**src/rtl/led_breather.sv**
```systemverilog
// PWM LED breathing controller driven from a free-running clock counter.
// A selectable count bit provides the step tick; an FSM ramps brightness up, holds, ramps down and holds.
`timescale 1ns/1ps
module led_breather #(
  parameter int CNT_W      = 16,
  parameter int LVL_W      = 8,
  parameter int MAX_LEVEL  = 255,
  parameter int STEP       = 5,
  parameter int HOLD_TICKS = 4
) (
  input  logic             clk,
  input  logic             rst,
  input  logic [CNT_W-1:0] current_count,
  input  logic             enable,
  input  logic [1:0]       mode,
  input  logic [3:0]       step_sel,
  output logic             pwm_out,
  output logic [LVL_W-1:0] level,
  output logic             ramping_up,
  output logic             cycle_done
);

  localparam logic [1:0] M_OFF     = 2'b00;
  localparam logic [1:0] M_SOLID   = 2'b01;
  localparam logic [1:0] M_BREATHE = 2'b10;

  localparam int HOLD_W = (HOLD_TICKS > 1) ? $clog2(HOLD_TICKS) : 1;
  localparam logic [HOLD_W-1:0] HOLD_LAST = HOLD_W'((HOLD_TICKS > 0) ? HOLD_TICKS - 1 : 0);

  localparam logic [LVL_W:0]   STEP_X  = (LVL_W+1)'(STEP);
  localparam logic [LVL_W:0]   MAX_X   = (LVL_W+1)'(MAX_LEVEL);
  localparam logic [LVL_W-1:0] MAX_LVL = LVL_W'(MAX_LEVEL);
  localparam logic [LVL_W-1:0] STEP_SAT = (STEP >= MAX_LEVEL) ? LVL_W'(MAX_LEVEL) : LVL_W'(STEP);

  typedef enum logic [2:0] {
    IDLE,
    RAMP_UP,
    HOLD_HIGH,
    RAMP_DOWN,
    HOLD_LOW
  } state_t;

  state_t            state_q, state_d;
  logic [LVL_W-1:0]  level_q, level_d;
  logic [LVL_W-1:0]  pwm_cnt_q, pwm_cnt_d;
  logic              pwm_q, pwm_d;
  logic              ramp_q;
  logic              done_q, done_d;
  logic [HOLD_W-1:0] hold_q, hold_d;
  logic              sel_q;
  logic [3:0]        step_sel_q;
  logic [1:0]        mode_q;

  logic       sel_bit;
  logic       tick;
  logic [1:0] mode_eff;
  logic       mode_chg;

  // Upward step: reports whether the ramp has reached the peak, result clamped there.
  function automatic logic [LVL_W-1:0] sat_up(input logic [LVL_W-1:0] lvl, output logic at_top);
    logic [LVL_W:0] sum;
    sum    = {1'b0, lvl} + STEP_X;
    at_top = (sum >= MAX_X);
    return at_top ? MAX_LVL : sum[LVL_W-1:0];
  endfunction

  // Downward step: clamps at zero instead of wrapping.
  function automatic logic [LVL_W-1:0] sat_down(input logic [LVL_W-1:0] lvl, output logic at_bot);
    logic [LVL_W:0] diff;
    at_bot = ({1'b0, lvl} <= STEP_X);
    diff   = {1'b0, lvl} - STEP_X;
    return at_bot ? '0 : diff[LVL_W-1:0];
  endfunction

  assign sel_bit  = current_count[step_sel];
  // A step_sel change would compare bits from two different counter positions, so it never ticks.
  assign tick     = sel_bit & ~sel_q & (step_sel == step_sel_q);
  assign mode_eff = enable ? mode : M_OFF;
  assign mode_chg = (mode_eff != mode_q);

  always_comb begin
    logic       edge_hit;
    logic [LVL_W-1:0] nxt;
    state_d  = state_q;
    level_d  = level_q;
    hold_d   = hold_q;
    done_d   = 1'b0;
    edge_hit = 1'b0;
    nxt      = '0;

    if (mode_chg) begin
      state_d = IDLE;
      hold_d  = '0;
      level_d = (mode_eff == M_SOLID) ? MAX_LVL : '0;
    end else begin
      unique case (state_q)
        IDLE: begin
          if (mode_eff == M_BREATHE && tick) begin
            state_d = RAMP_UP;
            level_d = STEP_SAT;
          end else if (mode_eff == M_SOLID) begin
            level_d = MAX_LVL;
          end else begin
            level_d = '0;
          end
        end
        RAMP_UP: begin
          if (tick) begin
            nxt     = sat_up(level_q, edge_hit);
            level_d = nxt;
            if (edge_hit) state_d = (HOLD_TICKS == 0) ? RAMP_DOWN : HOLD_HIGH;
          end
        end
        HOLD_HIGH: begin
          if (tick) begin
            if (hold_q == HOLD_LAST) begin
              state_d = RAMP_DOWN;
              hold_d  = '0;
            end else begin
              hold_d = hold_q + 1'b1;
            end
          end
        end
        RAMP_DOWN: begin
          if (tick) begin
            nxt     = sat_down(level_q, edge_hit);
            level_d = nxt;
            if (edge_hit) begin
              if (HOLD_TICKS == 0) begin
                state_d = RAMP_UP;
                done_d  = 1'b1;
              end else begin
                state_d = HOLD_LOW;
              end
            end
          end
        end
        HOLD_LOW: begin
          if (tick) begin
            if (hold_q == HOLD_LAST) begin
              state_d = RAMP_UP;
              level_d = STEP_SAT;
              hold_d  = '0;
              done_d  = 1'b1;
            end else begin
              hold_d = hold_q + 1'b1;
            end
          end
        end
        default: begin
          state_d = IDLE;
          level_d = '0;
          hold_d  = '0;
        end
      endcase
    end
  end

  always_comb begin
    pwm_cnt_d = pwm_cnt_q + 1'b1;
    pwm_d     = (mode_eff == M_SOLID) | (pwm_cnt_q < level_q);
  end

  // State, level and PWM registers
  always_ff @(posedge clk) begin
    if (rst) begin
      state_q    <= IDLE;
      level_q    <= '0;
      pwm_cnt_q  <= '0;
      pwm_q      <= 1'b0;
      ramp_q     <= 1'b0;
      done_q     <= 1'b0;
      hold_q     <= '0;
      sel_q      <= 1'b0;
      step_sel_q <= '0;
      mode_q     <= M_OFF;
    end else begin
      state_q    <= state_d;
      level_q    <= level_d;
      pwm_cnt_q  <= pwm_cnt_d;
      pwm_q      <= pwm_d;
      ramp_q     <= (state_d == RAMP_UP);
      done_q     <= done_d;
      hold_q     <= hold_d;
      sel_q      <= sel_bit;
      step_sel_q <= step_sel;
      mode_q     <= mode_eff;
    end
  end

  assign pwm_out    = pwm_q;
  assign level      = level_q;
  assign ramping_up = ramp_q;
  assign cycle_done = done_q;

endmodule

```
**config.mk**
```make
export PLATFORM = sky130hd
export DESIGN_NAME = led_breather
export DESIGN_NICKNAME = d
export VERILOG_FILES = /design/src/rtl/led_breather.sv
export SDC_FILE = /design/constraint.sdc
export NUM_CORES = 1
export LEC_CHECK = 0
export CORE_UTILIZATION = 61
export DETAILED_ROUTE_END_ITERATION = 8
export DONT_BUFFER_PORTS = 1
export PLACE_DENSITY = 0.75
export SETUP_SLACK_MARGIN = 0.02
export SYNTH_ARGS = -nofsm -noshare
export SYNTH_HDL_FRONTEND = slang
export SYNTH_SLANG_ARGS = --single-unit
```
**constraint.sdc**
```tcl
create_clock -name clk -period 3.5 [get_ports clk]
set_input_delay 0.35 -clock clk [delete_from_list [all_inputs] [get_ports clk]]
set_output_delay 0.35 -clock clk [all_outputs]
set_load 0.01 [all_outputs]
```
[Word-level counts from Yosys, hierarchy flattened]
Cells that the tools add are included.
W data, S select, Z words.
Cells by class
  add/subtract/negate cells: 4
  order comparisons: 4
  equal/unequal tests: 16
  multiplexer cells: 28
  bitwise logic cells: 7
  reductions and logical operators: 8
Operators by type and width (count)
  $mux W8: 9
  $pmux W8 S5: 1
  $mux W3: 10
  $pmux W3 S5: 1
  $ne A3 B3 Y1 const B: 4
  $add A8 B3 Y9 const B: 1
  $ge A9 B8 Y1 const B: 1
  $add A8 B1 Y8 const B: 1
  $le A8 B3 Y1 const B: 1
  $lt A8 B8 Y1: 1
  $sub A8 B3 Y8 const B: 1
  $eq A3 B1 Y1 const B: 2
  $eq A3 B2 Y1 const B: 2
  $mux W2: 3
  $lt A4 B5 Y1 const B: 1
  $reduce_and A5 Y1: 1
  $bmux W1 S4: 1
  $eq A2 B2 Y1 const B: 2
  $eq A4 B4 Y1: 1
  $not A1 Y1: 4
  $pmux W2 S2: 1
  $reduce_or A2 Y1: 2
  $reduce_or A4 Y1: 1
  $eq A3 B3 Y1 const B: 1
  12 further kinds: 14
Storage, ports and cells
  register bits: 31
  input bits: 25

[Longest topological paths before layout]
Gate-level depths: netlist of the first run.
  depth in word-level cells: 9
  mapped depth: 9

[Least setup slack after synthesis of the first run]
OpenSTA, ideal clock, no wires.
  path kind: register to register
  from: register level_q[0] (netlist: level[0])
  to: register level_q[3] (netlist: level[3])
  setup time: 0.086 ns
  arrival time: 2.276 ns
  data required time: 3.414 ns
  setup slack: 1.139 ns
  stages on the path, launching flop included: 10
  cells stage by stage: dfxtp_1 -> inv_1 -> ha_1 -> or3b_1 -> nand3_1 -> nand3_1 -> o22ai_1 -> a22oi_1 -> a31o_1 -> a211oi_1
Between the ends
  word-level cells in the longest chain between the ends: 6
Ends and longest elaborated chain
  start: declaration: RTL line 44  | logic [LVL_W-1:0] level_q, level_d;
  start signal: assignment: RTL line 179  | level_q <= level_d;
  $add A8 B3 Y9: RTL line 62  | sum = {1'b0, lvl} + STEP_X;
  $ge A9 B8 Y1: RTL line 63  | at_top = (sum >= MAX_X);
  $mux W8: RTL line 64  | return at_top ? MAX_LVL : sum[LVL_W-1:0];
  $mux W8: RTL line 108  | if (tick) begin
  $pmux W8 S5 (*): RTL line 96  | unique case (state_q)
  $mux W8 (*): RTL line 91  | if (mode_chg) begin
Mark *: on every way between the ends. The rest lies on a longest branch, timed or not. The select of a mux whose other input is x is not followed.
A chain may end at the register's enable or synchronous reset.

[Worst setup path after layout of the first run]
Ends and elaborated chain as after synthesis.

==> flow_summary.ini, run 1 <==
[run_status]
status = finished clean

[finish]
layout_common_cells = nor2_1 (37), dfxtp_1 (31), nand2_1 (16)
insertedDiodeCount = 0
register_area_sq_um = 621
multiInputGateArea_sq_mm = 0.00145
layout-drive-gt1-share_pct = 8.46
utilization_pct = 66.3
layout_commonest_cell = nor2_1
syn2layout_area_growth_pct = 3.24
nets = 297
fillerInstances = 329

[drt]
drt_iter0_drc = 223
vias = 1918
drt_pass1_iterations = 5
drc = 0
routed_wl_microns = 4790
routedWlPerCell_microns = 15.6
via_per_inst = 6.27
ant_nets = 0

[worst_setup_path]
crit_path_start_kind = register
rr_endpoint = level[3]
crit_fanout = 12
cp_slowest_cell = dfxtp_1
reg2reg_slack_ns = 0.74
arrival_ns = 3.03
worstPathRequired_ns = 3.77
reg2reg_depth = 9
crit_top_cell = nand3_1
critPathCaptureType = register
r2r_start = level[0]
cpPeakStageDelay_ns = 0.63
cp_cell_sequence = inv_1, ha_1, or3b_1, nand3_1, nand3_1, o22ai_1, a22oi_1, a31o_1, a211oi_1
critPathKind = reg -> reg

[placed_design]
place_congestion = 0.930
dpl.hpwl_microns = 3520
io_buffers = 0

[synth]
yosys.area.top_type = dfxtp_1
synth_area_leaders = dfxtp_1 (29%), ha_1 (7.5%), nor2_1 (6.4%), mux4_2 (5.2%), xor2_1 (3.6%)
synth_edf_count = 0
synth_flop_cell = dfxtp_1
synth_warnings = 0
synth.avg_cell_area_sq_um = 8.28
netlist_instances = 261
synth_area_sq_mm = 0.00216
ys_types = 57
ys_seq_area_share_pct = 28.7
async_reset_ff_share_pct = 0
syn-num-nets = 299
ys_ff_latch = 31
netlist.area_leader.share_pct = 28.7

[grt]
grtUsageTotal_pct = 28.5
use_met2_pct = 42.2
grt_pass1_vias = 1815
overflow = 0
grt_antenna_before_repair = 0
grt_pass1_wl_microns = 7940
grt.busiest_layer = met2
gr-usage-met3_pct = 7.98
grt_max_degree = 25
grtUsageMet1_pct = 37.8

[clocking]
htree_levels = 2
numCtsBuffers = 5
clockBufferDepth = 2
cts_setup_buffers = 0
postCtsResizedCells = 0
clockRootBuffer = clkbuf_4
cts_tree = done
clk_latency_ns = 0.35
clk_pin_slew_ns = 0.11
hold_buffers = 0
clock-sinks = 31

[timing]
min_period_over_period_pct = 78.9
fin_skew_ns = 0.0115
hold_viol = 0
relSlewSlack_pct = 65.5
tns_ns = 0
period_minus_slack_ns = 2.76
worstMarginPinSlew_ns = 0.516
rsz0062_at_grt = no
max_freq_mhz = 362
setup_viol = 0
maxSlewViolCount = 0
whs_ns = 0.0534

[die]
fp-row-count = 21
num_io_pins = 36
die_h_microns = 61.5
coreArea_sq_mm = 0.00336
die-area_sq_mm = 0.00378
initial_core_util_pct = 64.2
die_w_microns = 61.5

[pwr]
vdd_drop_max_v = 0.000308
power.total_uw = 694
p_per_area_mw_per_mm2 = 311
p_leak_nw = 0.813

[worst_hold_path]
hold_path_class = in -> reg
holdPathEnd = level[0]
hold_start = rst
hold_depth = 1

[flow_run]
max-cap-violations = 0
[worst max-delay path, delay by kind of cell, from the launching register on]
| kind | cells | cell delay [ns] |
|---|---|---|
| and+or+nand+nor | 3 | 0.82 |
| AOI/OAI and AO/OA | 4 | 0.82 |
| DFF | 1 | 0.63 |
| adders and majority gates | 1 | 0.27 |
| buffers and inverters | 1 | 0.16 |
[worst max-delay path by stage]
stage                        start  endpoint  slack, ns
after CTS                 level[0]  level[3]       0.74
after global routing      level[0]  level[3]       0.52
after detailed placement  level[0]  level[3]       0.77
after floorplan           level[0]  level[3]       1.14
final                     level[0]  level[3]       0.74
after global placement    level[0]  level[3]       0.87
[synthesized netlist by cell type, types with 3 or more instances]
cell / number
nor2b_1: 9
xor2_1: 9
o211ai_1: 4
xnor2_1: 6
clkbuf_1: 8
o221ai_1: 3
inv_1: 10
mux4_2: 5
and3_1: 4
nand2b_1: 4
a31oi_1: 3
nand2_1: 16
o21ai_1: 4
ha_1: 13
nand3_1: 13
nor3_1: 7
dfxtp_1: 31
a21oi_1: 12
inv_2: 3
nor4_1: 4
nor2_1: 37
o22ai_1: 3
nand4_1: 4
o21ai_0: 6
[layout make-up]
type                       instances  area share [%]
clock buffer                       6            1.85
clock inverter                     2           0.561
inverter                          13            2.19
multi-input combinational        208            65.0
sequential                        31            27.8
tap                               46            2.58
[kinds of logic after synthesis]
kind of cell             count (synthesis)  share of synthesized area [%]
AO/OA/AOI/OAI                           61                           21.4
XOR/XNOR                                15                           6.08
adder cells (fa/ha/maj)                 13                           7.53
buffers and inverters                   22                           4.17
flip-flops                              31                           28.7
multiplexers                             7                           6.14
AND/OR/NAND/NOR                        112                           26.0
[flip-flops by register name, indices dropped and copies added (netlist names)]
| register | flops |
|---|---|
| ramping_up | 1 |
| level | 8 |
| cycle_done | 1 |
| sel_q | 1 |
| mode_q | 2 |
| state_q | 3 |
| pwm_cnt_q | 8 |
| hold_q | 2 |
| step_sel_q | 4 |
| pwm_out | 1 |
[power breakdown]
| group | internal (mW) | switching, mW | total, mW |
|---|---|---|---|
| Combinational | 0.0471 | 0.0488 | 0.0959 |
| Clock | 0.0774 | 0.136 | 0.213 |
| Sequential | 0.366 | 0.0192 | 0.386 |
[metal layers]
| metal | vias up | part of all wire, % |
|---|---|---|
| li1 | 958 | - |
| met1 | 864 | 46 |
| met2 | 80 | 43 |
| met3 | 16 | 7.6 |
| met4 | 0 | 3.0 |
| met5 | - | 0 |
[stage by stage]
| step | instance area [sq um] | setup slack, ns | instances |
|---|---|---|---|
| global placement | 2180 | 0.874 | 298 |
| detailed placement | 2180 | 0.772 | 298 |
| global route | 2230 | 0.519 | 306 |
| finish | 2230 | 0.739 | 306 |
| floorplan | 2160 | 1.14 | 261 |
| CTS | 2230 | 0.741 | 306 |
(Power assumes the default switching activity.)
==> run 2: changes to the inputs <==
==> constraint.sdc (replaced) <==
create_clock -name clk -period 2.86 [get_ports clk]
set_input_delay 0.286 -clock clk [delete_from_list [all_inputs] [get_ports clk]]
set_output_delay 0.286 -clock clk [all_outputs]
set_load 0.01 [all_outputs]
==> run 2 against run 1 <==
Net effect:
- first-iteration DRC count down 13%
- routed wire length increased by 1.7%
- count of clock-buffer cells in the layout unchanged
- register-to-register slack worse by 0.40 ns
- via count increased by 2.9%
- clock skew decreased by 0.0036 ns
- critical path depth did not move
- critical path type unchanged
- largest cell class unchanged
- largest power group unchanged
==> flow_summary.ini, run 2 (synthesis results as in run 1) <==
[run_status]
status = finished clean

[timing]
rsz0062_at_grt = no
relSlewSlack_pct = 61.9
fin_skew_ns = 0.00787
worstMarginPinSlew_ns = 0.566
whs_ns = 0.0207
period_minus_slack_ns = 2.52
min_period_over_period_pct = 88.2
tns_ns = 0
max_freq_mhz = 396
setup_viol = 0
maxSlewViolCount = 0
hold_viol = 0

[die]
die_h_microns = 61.5
die-area_sq_mm = 0.00378
num_io_pins = 36
initial_core_util_pct = 64.2
fp-row-count = 21
coreArea_sq_mm = 0.00336
die_w_microns = 61.5

[worst_setup_path]
cp_slowest_cell = dfxtp_1
critPathCaptureType = register
critPathKind = reg -> reg
reg2reg_depth = 9
reg2reg_slack_ns = 0.34
rr_endpoint = level[3]
cpPeakStageDelay_ns = 0.42
crit_path_start_kind = register
crit_top_cell = nand3_1
arrival_ns = 2.77
cp_cell_sequence = inv_1, ha_1, or3b_1, nand3_1, nand3_1, o22ai_1, a22oi_1, a31o_1, a211oi_1
worst-path-buf-inv = 1
r2r_start = level[0]
crit_fanout = 9
crit_family = simple AND/OR/NAND/NOR gates
worstPathRequired_ns = 3.11

[grt]
grt_max_degree = 19
grt_pass1_vias = 1706
overflow = 0
grtUsageTotal_pct = 27.6
grt_pass1_wl_microns = 7600
grt_antenna_before_repair = 0

[drt]
routed_wl_microns = 4870
drt_pass1_iterations = 4
routedWlPerCell_microns = 15.6
drc = 0
wl_met1_microns = 2110
via_per_inst = 6.33
dr_wl_met2_microns = 2250
ant_nets = 0
vias = 1974
maxUsedRoutingLayer = met4
drt_iter0_drc = 195
wl_met3_microns = 377

[placed_design]
dp_cells = 302
postPlaceCellArea_sq_mm = 0.00221
place_congestion = 0.933
io_buffers = 0
dpl.hpwl_microns = 3650

[clocking]
htree_levels = 2
clk_latency_ns = 0.33
clockRootBuffer = clkbuf_4
clock-sinks = 31
clockBufferDepth = 2
numCtsBuffers = 5
clk_pin_slew_ns = 0.10
postCtsResizedCells = 0
cts_setup_buffers = 0
cts_tree = done

[finish]
layout_common_cells = nor2_1 (37), dfxtp_1 (31), nand2_1 (16)
layout_commonest_cell = nor2_1
insertedDiodeCount = 0
finish.instance_area_sq_mm = 0.00228
syn2layout_area_growth_pct = 5.56
layout-drive-gt1-share_pct = 9.77
nets = 303
final_cells = 312

[pwr]
power.total_uw = 848
p_per_area_mw_per_mm2 = 372
vdd_drop_max_v = 0.000359
p_leak_nw = 0.842

[worst_hold_path]
hold_path_class = in -> reg
hold_start = rst
holdPathEnd = level[1]
hold_depth = 1

[flow_run]
max-cap-violations = 0
-- run 2: cell types whose count changed in the layout (fill, tap and decap cells not counted) --
cell / delta
buf_4: +4
dlygate4sd3_1: +2
-- run 2: worst reg2reg max path, cell delays in order (launching register included) --
cell and delay, ns:
dfxtp_1 0.42, inv_1 0.11, ha_1 0.24, or3b_1 0.42
nand3_1 0.14, nand3_1 0.28, o22ai_1 0.28, a22oi_1 0.09
a31o_1 0.23, a211oi_1 0.24
-- run 2: what timing repair did --
| action | in CTS | in global routing |
|---|---|---|
| hold buffers | 1 | 1 |
| endpoints found under the hold margin | 7 | 12 |
| endpoints found under the setup margin | 0 | 0 |
-- run 2: how the worst max path moves through the flow --
stage / start / to / cells past startpoint
2_1_floorplan: level[0] / level[3] / 9
3_3_place_gp: level[0] / level[3] / 9
3_5_place_dp: level[0] / level[3] / 9
4_1_cts: level[0] / level[3] / 9
5_1_grt: level[0] / level[3] / 9
6_report: level[0] / level[3] / 9
-- run 2: area by class of cell --
type                    count  area, sq um
multi-input cells         208         1450
fillers                   315         1080
flip-flops and latches     31          621
well taps                  46         57.6
repair buffers              6         50.0
inverters                  13         48.8
clock buffers               6         41.3
clock inverters             2         12.5
-- run 2: through the flow --
step / util (%) / worst slack (ns)
after global placement: 65.6 / 0.531
after floorplan: - / 0.499
after global routing: 67.8 / 0.179
final: 67.8 / 0.337
after detailed placement: 65.6 / 0.393
after CTS: 67.5 / 0.375
-- run 2: metal layers --
layer,GRT usage [%],vias to the layer above
met1,35.2,905
met2,44.4,85
met4,11.1,0
met5,0,-
li1,-,968
met3,7.35,16
-- run 2: where the power goes --
part           switching [mW]  internal, mW  total [mW]
Combinational          0.0695        0.0615       0.131
Clock                   0.156        0.0947       0.251
Sequential             0.0179         0.448       0.466
Total                   0.243         0.604       0.848
